===== config.mk =====
export PLATFORM = sky130hd
export DESIGN_NAME = mem_arbiter_flat
export DESIGN_NICKNAME = d
export VERILOG_FILES = /design/src/rtl/mem_arb_pkg.sv /design/src/rtl/mem_arbiter_if.sv /design/src/rtl/mem_arbiter.sv /design/src/flat_wrapper.sv
export SDC_FILE = /design/constraint.sdc
export NUM_CORES = 1
export LEC_CHECK = 0
export CORE_MARGIN = 3
export CORE_UTILIZATION = 38
export CTS_CLUSTER_DIAMETER = 120
export DETAILED_ROUTE_END_ITERATION = 7
export PLACE_DENSITY_LB_ADDON = 0.3
export SETUP_SLACK_MARGIN = 0.2
export SLEW_MARGIN = 20
export SYNTH_ARGS = -nofsm -noshare
export SYNTH_HDL_FRONTEND = slang
export SYNTH_SLANG_ARGS = --single-unit

===== constraint.sdc =====
create_clock -name clk_i -period 2.05 [get_ports clk_i]
set_input_delay 0.3075 -clock clk_i [delete_from_list [all_inputs] [get_ports clk_i]]
set_output_delay 0.3075 -clock clk_i [all_outputs]
set_load 0.02 [all_outputs]

===== src/rtl/mem_arb_pkg.sv =====
// Shared types and defaults for the I/D unified-memory arbiter.
// Holds the FSM state encoding, owner constants and default widths.
package mem_arb_pkg;

  typedef enum logic [1:0] {
    IDLE = 2'd0,
    BUSY = 2'd1,
    RESP = 2'd2
  } state_t;

  localparam logic OWN_I = 1'b0;
  localparam logic OWN_D = 1'b1;

  localparam int ADDR_W_DEF       = 32;
  localparam int DATA_W_DEF       = 32;
  localparam int CNT_W_DEF        = 16;
  localparam int MAX_D_STREAK_DEF = 4;
  localparam int TIMEOUT_DEF      = 255;

endpackage


===== src/rtl/mem_arbiter_if.sv =====
// Bundle of I-side, D-side and memory-side signals around the arbiter.
// slave is the arbiter's view; master is the requesters-plus-memory view.
interface mem_arbiter_if
  import mem_arb_pkg::*;
#(
  parameter int ADDR_W = ADDR_W_DEF,
  parameter int DATA_W = DATA_W_DEF,
  parameter int CNT_W  = CNT_W_DEF
);

  logic              i_req_i;
  logic [ADDR_W-1:0] i_addr_i;
  logic              i_ack_o;
  logic [DATA_W-1:0] i_rdata_o;

  logic              d_req_i;
  logic              d_we_i;
  logic [ADDR_W-1:0] d_addr_i;
  logic [DATA_W-1:0] d_wdata_i;
  logic              d_ack_o;
  logic [DATA_W-1:0] d_rdata_o;

  logic              err_o;

  logic              mem_req_o;
  logic              mem_we_o;
  logic [ADDR_W-1:0] mem_addr_o;
  logic [DATA_W-1:0] mem_wdata_o;
  logic              mem_ack_i;
  logic [DATA_W-1:0] mem_rdata_i;

  logic [CNT_W-1:0]  i_cnt_o;
  logic [CNT_W-1:0]  d_cnt_o;

  modport slave (
    input  i_req_i, i_addr_i,
    input  d_req_i, d_we_i, d_addr_i, d_wdata_i,
    input  mem_ack_i, mem_rdata_i,
    output i_ack_o, i_rdata_o, d_ack_o, d_rdata_o, err_o,
    output mem_req_o, mem_we_o, mem_addr_o, mem_wdata_o,
    output i_cnt_o, d_cnt_o
  );

  modport master (
    output i_req_i, i_addr_i,
    output d_req_i, d_we_i, d_addr_i, d_wdata_i,
    output mem_ack_i, mem_rdata_i,
    input  i_ack_o, i_rdata_o, d_ack_o, d_rdata_o, err_o,
    input  mem_req_o, mem_we_o, mem_addr_o, mem_wdata_o,
    input  i_cnt_o, d_cnt_o
  );

endinterface


===== src/rtl/mem_arbiter.sv =====
// Arbitrates one memory port between I-fetch and D-access; D wins unless I was passed over MAX_D_STREAK times.
// Grant to mem_req 1 cycle, ack 1 cycle after mem_ack_i; requesters hold req until ack, timeout yields err.
module mem_arbiter
  import mem_arb_pkg::*;
#(
  parameter int ADDR_W       = ADDR_W_DEF,
  parameter int DATA_W       = DATA_W_DEF,
  parameter int CNT_W        = CNT_W_DEF,
  parameter int MAX_D_STREAK = MAX_D_STREAK_DEF,
  parameter int TIMEOUT      = TIMEOUT_DEF
) (
  input logic          clk_i,
  input logic          rst_i,
  mem_arbiter_if.slave bus
);

  localparam int SW = $clog2(MAX_D_STREAK + 1);
  localparam int TW = $clog2(TIMEOUT + 1);
  localparam logic [SW-1:0] STREAK_MAX = SW'(MAX_D_STREAK);
  localparam logic [TW-1:0] TO_LIMIT   = TW'(TIMEOUT);

  state_t            state_q, state_d;
  logic              grant, grant_side, timeout_hit;

  logic              owner_q;
  logic              we_q;
  logic [ADDR_W-1:0] addr_q;
  logic [DATA_W-1:0] wdata_q;
  logic [DATA_W-1:0] rdata_q;
  logic              err_q;
  logic [SW-1:0]     streak_q;
  logic [TW-1:0]     tcnt_q;
  logic [CNT_W-1:0]  i_cnt_q, d_cnt_q;

  always_ff @(posedge clk_i) begin
    if (rst_i) state_q <= IDLE;
    else       state_q <= state_d;
  end

  always_comb begin
    state_d     = state_q;
    grant       = 1'b0;
    grant_side  = OWN_D;
    timeout_hit = 1'b0;

    bus.mem_req_o   = 1'b0;
    bus.mem_we_o    = 1'b0;
    bus.mem_addr_o  = '0;
    bus.mem_wdata_o = '0;
    bus.i_ack_o     = 1'b0;
    bus.i_rdata_o   = '0;
    bus.d_ack_o     = 1'b0;
    bus.d_rdata_o   = '0;
    bus.err_o       = 1'b0;

    unique case (state_q)
      IDLE: begin
        if (bus.i_req_i || bus.d_req_i) begin
          grant   = 1'b1;
          state_d = BUSY;
          // I takes the port only when D is idle or I has been passed over too often.
          if (bus.d_req_i && !(bus.i_req_i && streak_q == STREAK_MAX)) grant_side = OWN_D;
          else                                                        grant_side = OWN_I;
        end
      end
      BUSY: begin
        bus.mem_req_o   = 1'b1;
        bus.mem_we_o    = we_q;
        bus.mem_addr_o  = addr_q;
        bus.mem_wdata_o = wdata_q;
        if (bus.mem_ack_i) begin
          state_d = RESP;
        end else if (tcnt_q == TO_LIMIT) begin
          state_d     = RESP;
          timeout_hit = 1'b1;
        end
      end
      RESP: begin
        state_d     = IDLE;
        bus.err_o   = err_q;
        if (owner_q == OWN_D) begin
          bus.d_ack_o   = 1'b1;
          bus.d_rdata_o = rdata_q;
        end else begin
          bus.i_ack_o   = 1'b1;
          bus.i_rdata_o = rdata_q;
        end
      end
      default: state_d = IDLE;
    endcase
  end

  always_ff @(posedge clk_i) begin
    if (rst_i) begin
      owner_q  <= OWN_I;
      we_q     <= 1'b0;
      addr_q   <= '0;
      wdata_q  <= '0;
      rdata_q  <= '0;
      err_q    <= 1'b0;
      streak_q <= '0;
      tcnt_q   <= '0;
      i_cnt_q  <= '0;
      d_cnt_q  <= '0;
    end else begin
      if (grant) begin
        owner_q <= grant_side;
        tcnt_q  <= '0;
        err_q   <= 1'b0;
        rdata_q <= '0;
        if (grant_side == OWN_D) begin
          we_q    <= bus.d_we_i;
          addr_q  <= bus.d_addr_i;
          wdata_q <= bus.d_wdata_i;
          if (!bus.i_req_i)              streak_q <= '0;
          else if (streak_q != STREAK_MAX) streak_q <= streak_q + 1'b1;
        end else begin
          we_q     <= 1'b0;
          addr_q   <= bus.i_addr_i;
          wdata_q  <= '0;
          streak_q <= '0;
        end
      end

      if (state_q == BUSY) begin
        if (bus.mem_ack_i) begin
          rdata_q <= bus.mem_rdata_i;
          tcnt_q  <= '0;
        end else if (timeout_hit) begin
          rdata_q <= '0;
          err_q   <= 1'b1;
          tcnt_q  <= '0;
        end else begin
          tcnt_q  <= tcnt_q + 1'b1;
        end
      end

      // Timed-out transfers still count: the requester did receive an ack.
      if (state_q == RESP) begin
        if (owner_q == OWN_D) d_cnt_q <= d_cnt_q + 1'b1;
        else                  i_cnt_q <= i_cnt_q + 1'b1;
      end
    end
  end

  assign bus.i_cnt_o = i_cnt_q;
  assign bus.d_cnt_o = d_cnt_q;

endmodule


===== src/flat_wrapper.sv =====
// flat-port wrapper written by rule: the top's interface ports become plain ports
module mem_arbiter_flat import mem_arb_pkg::*;
#(
  parameter int ADDR_W       = ADDR_W_DEF,
  parameter int DATA_W       = DATA_W_DEF,
  parameter int CNT_W        = CNT_W_DEF,
  parameter int MAX_D_STREAK = MAX_D_STREAK_DEF,
  parameter int TIMEOUT      = TIMEOUT_DEF
)
  (clk_i, rst_i, bus_i_req_i, bus_i_addr_i, bus_d_req_i, bus_d_we_i, bus_d_addr_i, bus_d_wdata_i, bus_mem_ack_i, bus_mem_rdata_i, bus_i_ack_o, bus_i_rdata_o, bus_d_ack_o, bus_d_rdata_o, bus_err_o, bus_mem_req_o, bus_mem_we_o, bus_mem_addr_o, bus_mem_wdata_o, bus_i_cnt_o, bus_d_cnt_o);
  mem_arbiter_if #(.ADDR_W(ADDR_W), .DATA_W(DATA_W), .CNT_W(CNT_W)) bus_i ();
  input logic clk_i;
  input logic rst_i;
  input wire logic [$bits(bus_i.i_req_i)-1:0] bus_i_req_i;
  input wire logic [$bits(bus_i.i_addr_i)-1:0] bus_i_addr_i;
  input wire logic [$bits(bus_i.d_req_i)-1:0] bus_d_req_i;
  input wire logic [$bits(bus_i.d_we_i)-1:0] bus_d_we_i;
  input wire logic [$bits(bus_i.d_addr_i)-1:0] bus_d_addr_i;
  input wire logic [$bits(bus_i.d_wdata_i)-1:0] bus_d_wdata_i;
  input wire logic [$bits(bus_i.mem_ack_i)-1:0] bus_mem_ack_i;
  input wire logic [$bits(bus_i.mem_rdata_i)-1:0] bus_mem_rdata_i;
  output wire logic [$bits(bus_i.i_ack_o)-1:0] bus_i_ack_o;
  output wire logic [$bits(bus_i.i_rdata_o)-1:0] bus_i_rdata_o;
  output wire logic [$bits(bus_i.d_ack_o)-1:0] bus_d_ack_o;
  output wire logic [$bits(bus_i.d_rdata_o)-1:0] bus_d_rdata_o;
  output wire logic [$bits(bus_i.err_o)-1:0] bus_err_o;
  output wire logic [$bits(bus_i.mem_req_o)-1:0] bus_mem_req_o;
  output wire logic [$bits(bus_i.mem_we_o)-1:0] bus_mem_we_o;
  output wire logic [$bits(bus_i.mem_addr_o)-1:0] bus_mem_addr_o;
  output wire logic [$bits(bus_i.mem_wdata_o)-1:0] bus_mem_wdata_o;
  output wire logic [$bits(bus_i.i_cnt_o)-1:0] bus_i_cnt_o;
  output wire logic [$bits(bus_i.d_cnt_o)-1:0] bus_d_cnt_o;
  assign bus_i.i_req_i = bus_i_req_i;
  assign bus_i.i_addr_i = bus_i_addr_i;
  assign bus_i.d_req_i = bus_d_req_i;
  assign bus_i.d_we_i = bus_d_we_i;
  assign bus_i.d_addr_i = bus_d_addr_i;
  assign bus_i.d_wdata_i = bus_d_wdata_i;
  assign bus_i.mem_ack_i = bus_mem_ack_i;
  assign bus_i.mem_rdata_i = bus_mem_rdata_i;
  assign bus_i_ack_o = bus_i.i_ack_o;
  assign bus_i_rdata_o = bus_i.i_rdata_o;
  assign bus_d_ack_o = bus_i.d_ack_o;
  assign bus_d_rdata_o = bus_i.d_rdata_o;
  assign bus_err_o = bus_i.err_o;
  assign bus_mem_req_o = bus_i.mem_req_o;
  assign bus_mem_we_o = bus_i.mem_we_o;
  assign bus_mem_addr_o = bus_i.mem_addr_o;
  assign bus_mem_wdata_o = bus_i.mem_wdata_o;
  assign bus_i_cnt_o = bus_i.i_cnt_o;
  assign bus_d_cnt_o = bus_i.d_cnt_o;
  mem_arbiter #(.ADDR_W(ADDR_W), .DATA_W(DATA_W), .CNT_W(CNT_W), .MAX_D_STREAK(MAX_D_STREAK), .TIMEOUT(TIMEOUT)) u_core (.clk_i(clk_i), .rst_i(rst_i), .bus(bus_i));
endmodule

==> metrics.yaml, run 1 <==
status: "complete, no violations"
use_met2_pct: 35.6
synth.most_common_cell: "and2_1"
fillCellCount: 1235
dieArea_sq_um: 18600
power_mw: 7.25
grt_first_pass_wirelength_um: 32200
crit_fanout: 8
cp-start-kind: "register"
stdcell_area_sq_um: 11500
yosysTopAreaCell: "dfxtp_1"
maxSlewViolCount: 0
insertion_delay_ns: 0.42
multi_input_area_sq_um: 3690
ys.flop_type: "dfxtp_1"
r2r_end: "u_core.bus.i_cnt_o[15]$_SDFFE_PP0P_"
die_h_um: 136
drt-initial-drc-count: 355
htreeDepth: 4
ant_nets: 0
routedWlPerCell_um: 18.0
hpwl_um: 14400
crit_type: "reg -> out"
rrSetupSlack_ns: 0.09
yosysTopAreaCellShare_pct: 44.5
layout_setup_ws_ns: 0.0189
grt_pass1_vias: 6079
path_cells: "or3b_4, clkinv_8, clkbuf_16, and2_4, buf_6"
ir_worst_vdd_mv: 0.582
io_pins: 299
finalClockSkew_ns: 0.0124
cts_tree: "yes"
critPathCaptureType: "output port"
drc: 0
io_buffer_count: 298
syn_to_final_growth_pct: 77.6
max_freq_mhz: 492
coreArea_sq_um: 16600
place.gp.congestion: 0.803
grt_util_met1_pct: 27.1
place_ws_ns: -0.0319
holdCritStartpoint: "rst_i"
yosys_warnings: 0
worst_slew_pin_slew_ns: 0.788
grt-ovfl-total: 0
register_area_sq_um: 2890
synth_top_cells_by_count: "and2_1, dfxtp_1, nor2_1"
use_met3_pct: 6.76
rows: 47
chipWidth_um: 136
setup-tns-final_ns: 0
synth_area_per_cell_sq_um: 8.51
fin_crit_sh_pct: 99.1
ys_ff_latch: 144
grt_max_degree: 75
drive_gt1_share_pct: 33.8
min_to: "u_core.wdata_q[13]$_SDFFE_PP0P_"
placed_cell_area_sq_um: 9850
routed-via-count: 6770
diodes: 0
maxSlewHeadroom_pct: 47.5
rsz0062_at_grt: "yes"
antenna_found_initial: 0
power.leakage_nw: 4.73
wl_um: 23500
synthCells: 760
fin_nets: 1212
crit_family: "simple AND/OR/NAND/NOR gates"
setup_viol: 0
cts_sinks: 144
crit_required_ns: 1.74
ys_seq_area_share_pct: 44.5
root_buffer: "clkbuf_16"
tritoncts.num_buffers: 17
period_needed_ns: 2.03
syn_area_sq_um: 6470
cap_violations: 0
first_pass_iters: 5
max_stage_delay_ns: 0.43
cp_num_buf_inv: 3
path_clk_slew_ns: 0.06
finalHoldViolCount: 0
hold_buffers: 0
r2r-start: "u_core.state_q[1]$_SDFFE_PP0P_"
final_util_pct: 69.1
synthArstFlopShare_pct: 0
worstPathArrival_ns: 1.72
track_usage_pct: 21.7
start_util_pct: 38.9
ys_types: 43
synth.area.top_cells: "dfxtp_1, and2_1, a221o_1"
slowest_stage: "or3b_4"
reg2reg_depth: 6
synth-edff-count: 0
grt.busiest_layer: "met2"
synth_fp_nets: 899
min_path_type: "in -> reg"
via_per_inst: 5.19
clockBufferDepth: 2
p_per_area_nw_per_um2: 630
hold_depth: 2
[final cells by class]
cell class / count / area share [%]
Multi-Input combinational cell: 547 / 32.1
Tap cell: 220 / 2.39
Clock buffer: 23 / 4.07
Inverter: 5 / 0.337
Clock inverter: 7 / 0.544
Timing Repair Buffer: 358 / 35.4
Sequential cell: 144 / 25.1
[power by group]
group,switching (mW),leakage [nW],internal (mW),total (mW)
Sequential,0.0998,1.18,2.95,3.05
Clock,1.13,0.262,1.71,2.84
Combinational,0.594,3.29,0.765,1.36
Total,1.82,4.73,5.42,7.25
[registers in the layout (all words and copies together) (netlist names)]
name	count
u_core.addr_q	32
u_core.rdata_q	32
u_core.wdata_q	32
u_core.bus.d_cnt_o	16
u_core.bus.i_cnt_o	16
u_core.tcnt_q	8
u_core.streak_q	3
u_core.state_q	2
u_core.err_q	1
u_core.owner_q	1
u_core.we_q	1
[repair_timing]
item / in CTS / in global routing
cloned: 5 / 9
setup buffers: 11 / 7
pin swaps: 5 / 42
resized for setup: 677 / 292
endpoints found under the setup margin: 136 / 148
[placed cells by master (no fill, tap or decap), types with 5 or more instances in the layout]
master	synthesis	layout
o31ai_1	6	5
dlymetal6s2s_1	0	7
nor2_1	63	63
nand3_1	14	12
nor3_1	13	13
and3_1	6	6
a22oi_1	34	34
and2_4	0	123
buf_12	0	14
a221o_1	32	32
o21ai_0	37	35
xor2_1	12	12
buf_6	1	139
buf_4	0	24
dfxtp_1	144	139
nand4_1	12	12
clkinv_2	0	5
or4_1	6	5
xnor2_1	12	12
buf_16	0	5
dfxtp_2	0	5
and2_1	162	39
clkdlybuf4s50_1	0	157
clkbuf_16	0	24
a21oi_1	50	49
nand2_1	48	48
[through the flow]
step | hold slack (ns) | std cells
after floorplan | 0.444 | 760
after global placement | 0.459 | 1242
after detailed placement | 0.464 | 1242
after CTS | 0.189 | 1288
after global routing | 0.196 | 1304
final | 0.203 | 1304
[per-layer routing]
| metal | share of wire (%) | vias up |
|---|---|---|
| li1 | - | 3251 |
| met1 | 40 | 3233 |
| met2 | 50 | 259 |
| met3 | 8.0 | 27 |
| met4 | 1.6 | 0 |
| met5 | 0 | - |
[worst max path at each step]
stage	startpoint	endpoint	cells after the start
6_report	u_core.state_q[1]$_SDFFE_PP0P_	bus_i_rdata_o[7]	5
2_1_floorplan	u_core.streak_q[0]$_SDFFE_PP0P_	u_core.addr_q[0]$_SDFFE_PP0P_	9
5_1_grt	u_core.state_q[1]$_SDFFE_PP0P_	bus_i_rdata_o[20]	5
4_1_cts	u_core.state_q[0]$_SDFFE_PP0P_	bus_d_rdata_o[12]	4
3_3_place_gp	u_core.state_q[1]$_SDFFE_PP0P_	bus_i_rdata_o[28]	5
3_5_place_dp	u_core.state_q[1]$_SDFFE_PP0P_	bus_i_rdata_o[1]	5
[cells by family after synthesis]
group	after synthesis	share of synthesized area (%)
adders and majority gates	5	0.967
buffers and inverters	69	4.16
AOI/OAI and AO/OA	167	17.3
muxes	2	0.309
and+or+nand+nor	349	29.5
xor gates and xnor gates	24	3.25
DFF	144	44.5
Power figures use the tool's default switching activity.
==> run 2: changes to the inputs <==
--- a/config.mk
+++ b/config.mk
@@ -9,7 +9,7 @@
 export CORE_UTILIZATION = 38
 export CTS_CLUSTER_DIAMETER = 120
 export DETAILED_ROUTE_END_ITERATION = 7
-export PLACE_DENSITY_LB_ADDON = 0.3
+export PLACE_DENSITY = 0.8
 export SETUP_SLACK_MARGIN = 0.2
 export SLEW_MARGIN = 20
 export SYNTH_ARGS = -nofsm -noshare
==> run 2 against run 1 <==
- sequential power is essentially flat
- total power rose by 11%
- combinational power up 7%
- worst hold slack gained 0.038 ns
- flip-flop and latch count did not move
- sequential share of layout area fell by 0.92 points
- critical path type is now reg -> reg
- largest cell class unchanged
- largest power group is now the clock network
==> metrics.yaml, run 2 (same netlist as run 1, synthesis figures left out) <==
status: "complete, no violations"
period_needed_ns: 2.03
syn_to_final_growth_pct: 84.4
crit_required_ns: 2.40
r2r-start: "u_core.state_q[1]$_SDFFE_PP0P_"
via_per_inst: 5.26
maxSlewViolCount: 0
crit_path_end: "u_core.bus.i_cnt_o[11]$_SDFFE_PP0P_"
chipWidth_um: 136
placed_cell_area_sq_um: 9830
antenna_found_initial: 0
worst_slew_pin_slew_ns: 0.625
ant_nets: 0
seqPwrFrac_pct: 38.0
grt_first_pass_wirelength_um: 34500
tritoncts.num_buffers: 17
finalHoldViolCount: 0
fin_crit_sh_pct: 98.9
cp-start-kind: "register"
place_ws_ns: -0.0648
crit_type: "reg -> reg"
wl_um: 24600
cts_sinks: 144
critPathCaptureType: "register"
clkPwrFrac_pct: 43.9
final_util_pct: 71.7
final_common_cell: "clkdlybuf4s50_1"
start_util_pct: 38.9
hold_depth: 2
p_per_area_nw_per_um2: 673
htreeDepth: 4
rows: 47
ir_worst_vdd_mv: 0.536
power.leakage_nw: 4.98
drive_gt1_share_pct: 35.6
drc: 0
p_switching_mw: 1.91
insertion_delay_ns: 0.41
die_h_um: 136
crit_path_start: "u_core.state_q[1]$_SDFFE_PP0P_"
power_mw: 8.04
min_path_type: "in -> reg"
routedWlPerCell_um: 18.6
worstPathArrival_ns: 2.37
hpwl_um: 14300
maxSlewHeadroom_pct: 58.3
layout_setup_ws_ns: 0.0229
max_freq_mhz: 493
fin_nets: 1227
layout_common_cells: "clkdlybuf4s50_1, buf_6, dfxtp_1, and2_4, nor2_1"
p_sw_share_pct: 23.8
first_pass_iters: 5
cts_tree: "yes"
path_clk_slew_ns: 0.06
reg2reg_depth: 8
routed-via-count: 6937
crit_fanout: 5
io_buffer_count: 298
grt_pass1_vias: 6666
root_buffer: "clkbuf_16"
rrSetupSlack_ns: 0.02
dieArea_sq_um: 18600
rsz0062_at_grt: "yes"
place.gp.congestion: 0.789
drt-initial-drc-count: 420
coreArea_sq_um: 16600
grt-ovfl-total: 0
reg_top3: "u_core.addr_q: 32 flops, u_core.rdata_q: 32 flops, u_core.wdata_q: 32 flops"
grt_max_degree: 59
io_pins: 299
pwr-share-comb_pct: 18.2
track_usage_pct: 23.3
r2r_end: "u_core.bus.i_cnt_o[11]$_SDFFE_PP0P_"
finalClockSkew_ns: 0.0112
p_int_mw: 6.12
stdcell_area_sq_um: 11900
setup_viol: 0
diodes: 0
cap_violations: 0
clockBufferDepth: 2
run 2: how the worst min path moves through the flow:
stage,start,endpoint,slack [ns]
detailed placement,u_core.addr_q[3]$_SDFFE_PP0P_,u_core.addr_q[3]$_SDFFE_PP0P_,0.46
global placement,u_core.addr_q[6]$_SDFFE_PP0P_,u_core.addr_q[6]$_SDFFE_PP0P_,0.46
floorplan,bus_mem_rdata_i[0],u_core.rdata_q[0]$_SDFF_PP0_,0.44
finish,rst_i,u_core.bus.i_cnt_o[8]$_SDFFE_PP0P_,0.24
global route,rst_i,u_core.bus.i_cnt_o[8]$_SDFFE_PP0P_,0.24
CTS,rst_i,u_core.bus.i_cnt_o[8]$_SDFFE_PP0P_,0.23
run 2: what timing repair did:
item	CTS	global route
pin swaps	37	67
setup buffers	16	9
cloned	9	10
hold buffers	0	0
resized for setup	897	94
endpoints found under the setup margin	137	153
run 2: layout make-up:
class | instances | area, sq um
Fill cell | 1184 | 4710
Timing Repair Buffer | 373 | 4300
Multi-Input combinational cell | 547 | 3750
Sequential cell | 144 | 2890
Clock buffer | 22 | 464
Tap cell | 220 | 275
Clock inverter | 9 | 205
Inverter | 5 | 43.8
run 2: stage by stage:
| stage | setup TNS, ns | std cells | hold slack (ns) |
|---|---|---|---|
| after global routing | -0.814 | 1320 | 0.239 |
| after floorplan | 0 | 760 | 0.444 |
| after CTS | 0 | 1301 | 0.226 |
| after global placement | -0.262 | 1245 | 0.460 |
| final | 0 | 1320 | 0.241 |
| after detailed placement | -1.90 | 1245 | 0.462 |
run 2: worst max-delay path, cell delays in order (launching register included):
cell and delay [ns]:
dfxtp_2 0.36, or3b_4 0.43, buf_4 0.15, buf_6 0.10
buf_6 0.11, or2_4 0.25, buf_4 0.14, or3_1 0.30
a21oi_1 0.13
run 2: routing by layer:
layer	wire length (um)	up-vias	track usage (%)
li1	-	3295	-
met1	9280	3332	26.8
met2	12800	271	40.6
met3	2040	39	8.60
met4	499	0	6.16
met5	0	-	0
run 2: power by group through the flow:
stage	Sequential, mW	Combinational, mW	Clock, mW
final	3.05	1.46	3.53
after global routing	3.06	1.54	3.70
after floorplan	3.06	0.515	0
after detailed placement	3.08	1.08	0
after global placement	3.08	1.06	0
after CTS	3.03	1.29	3.56
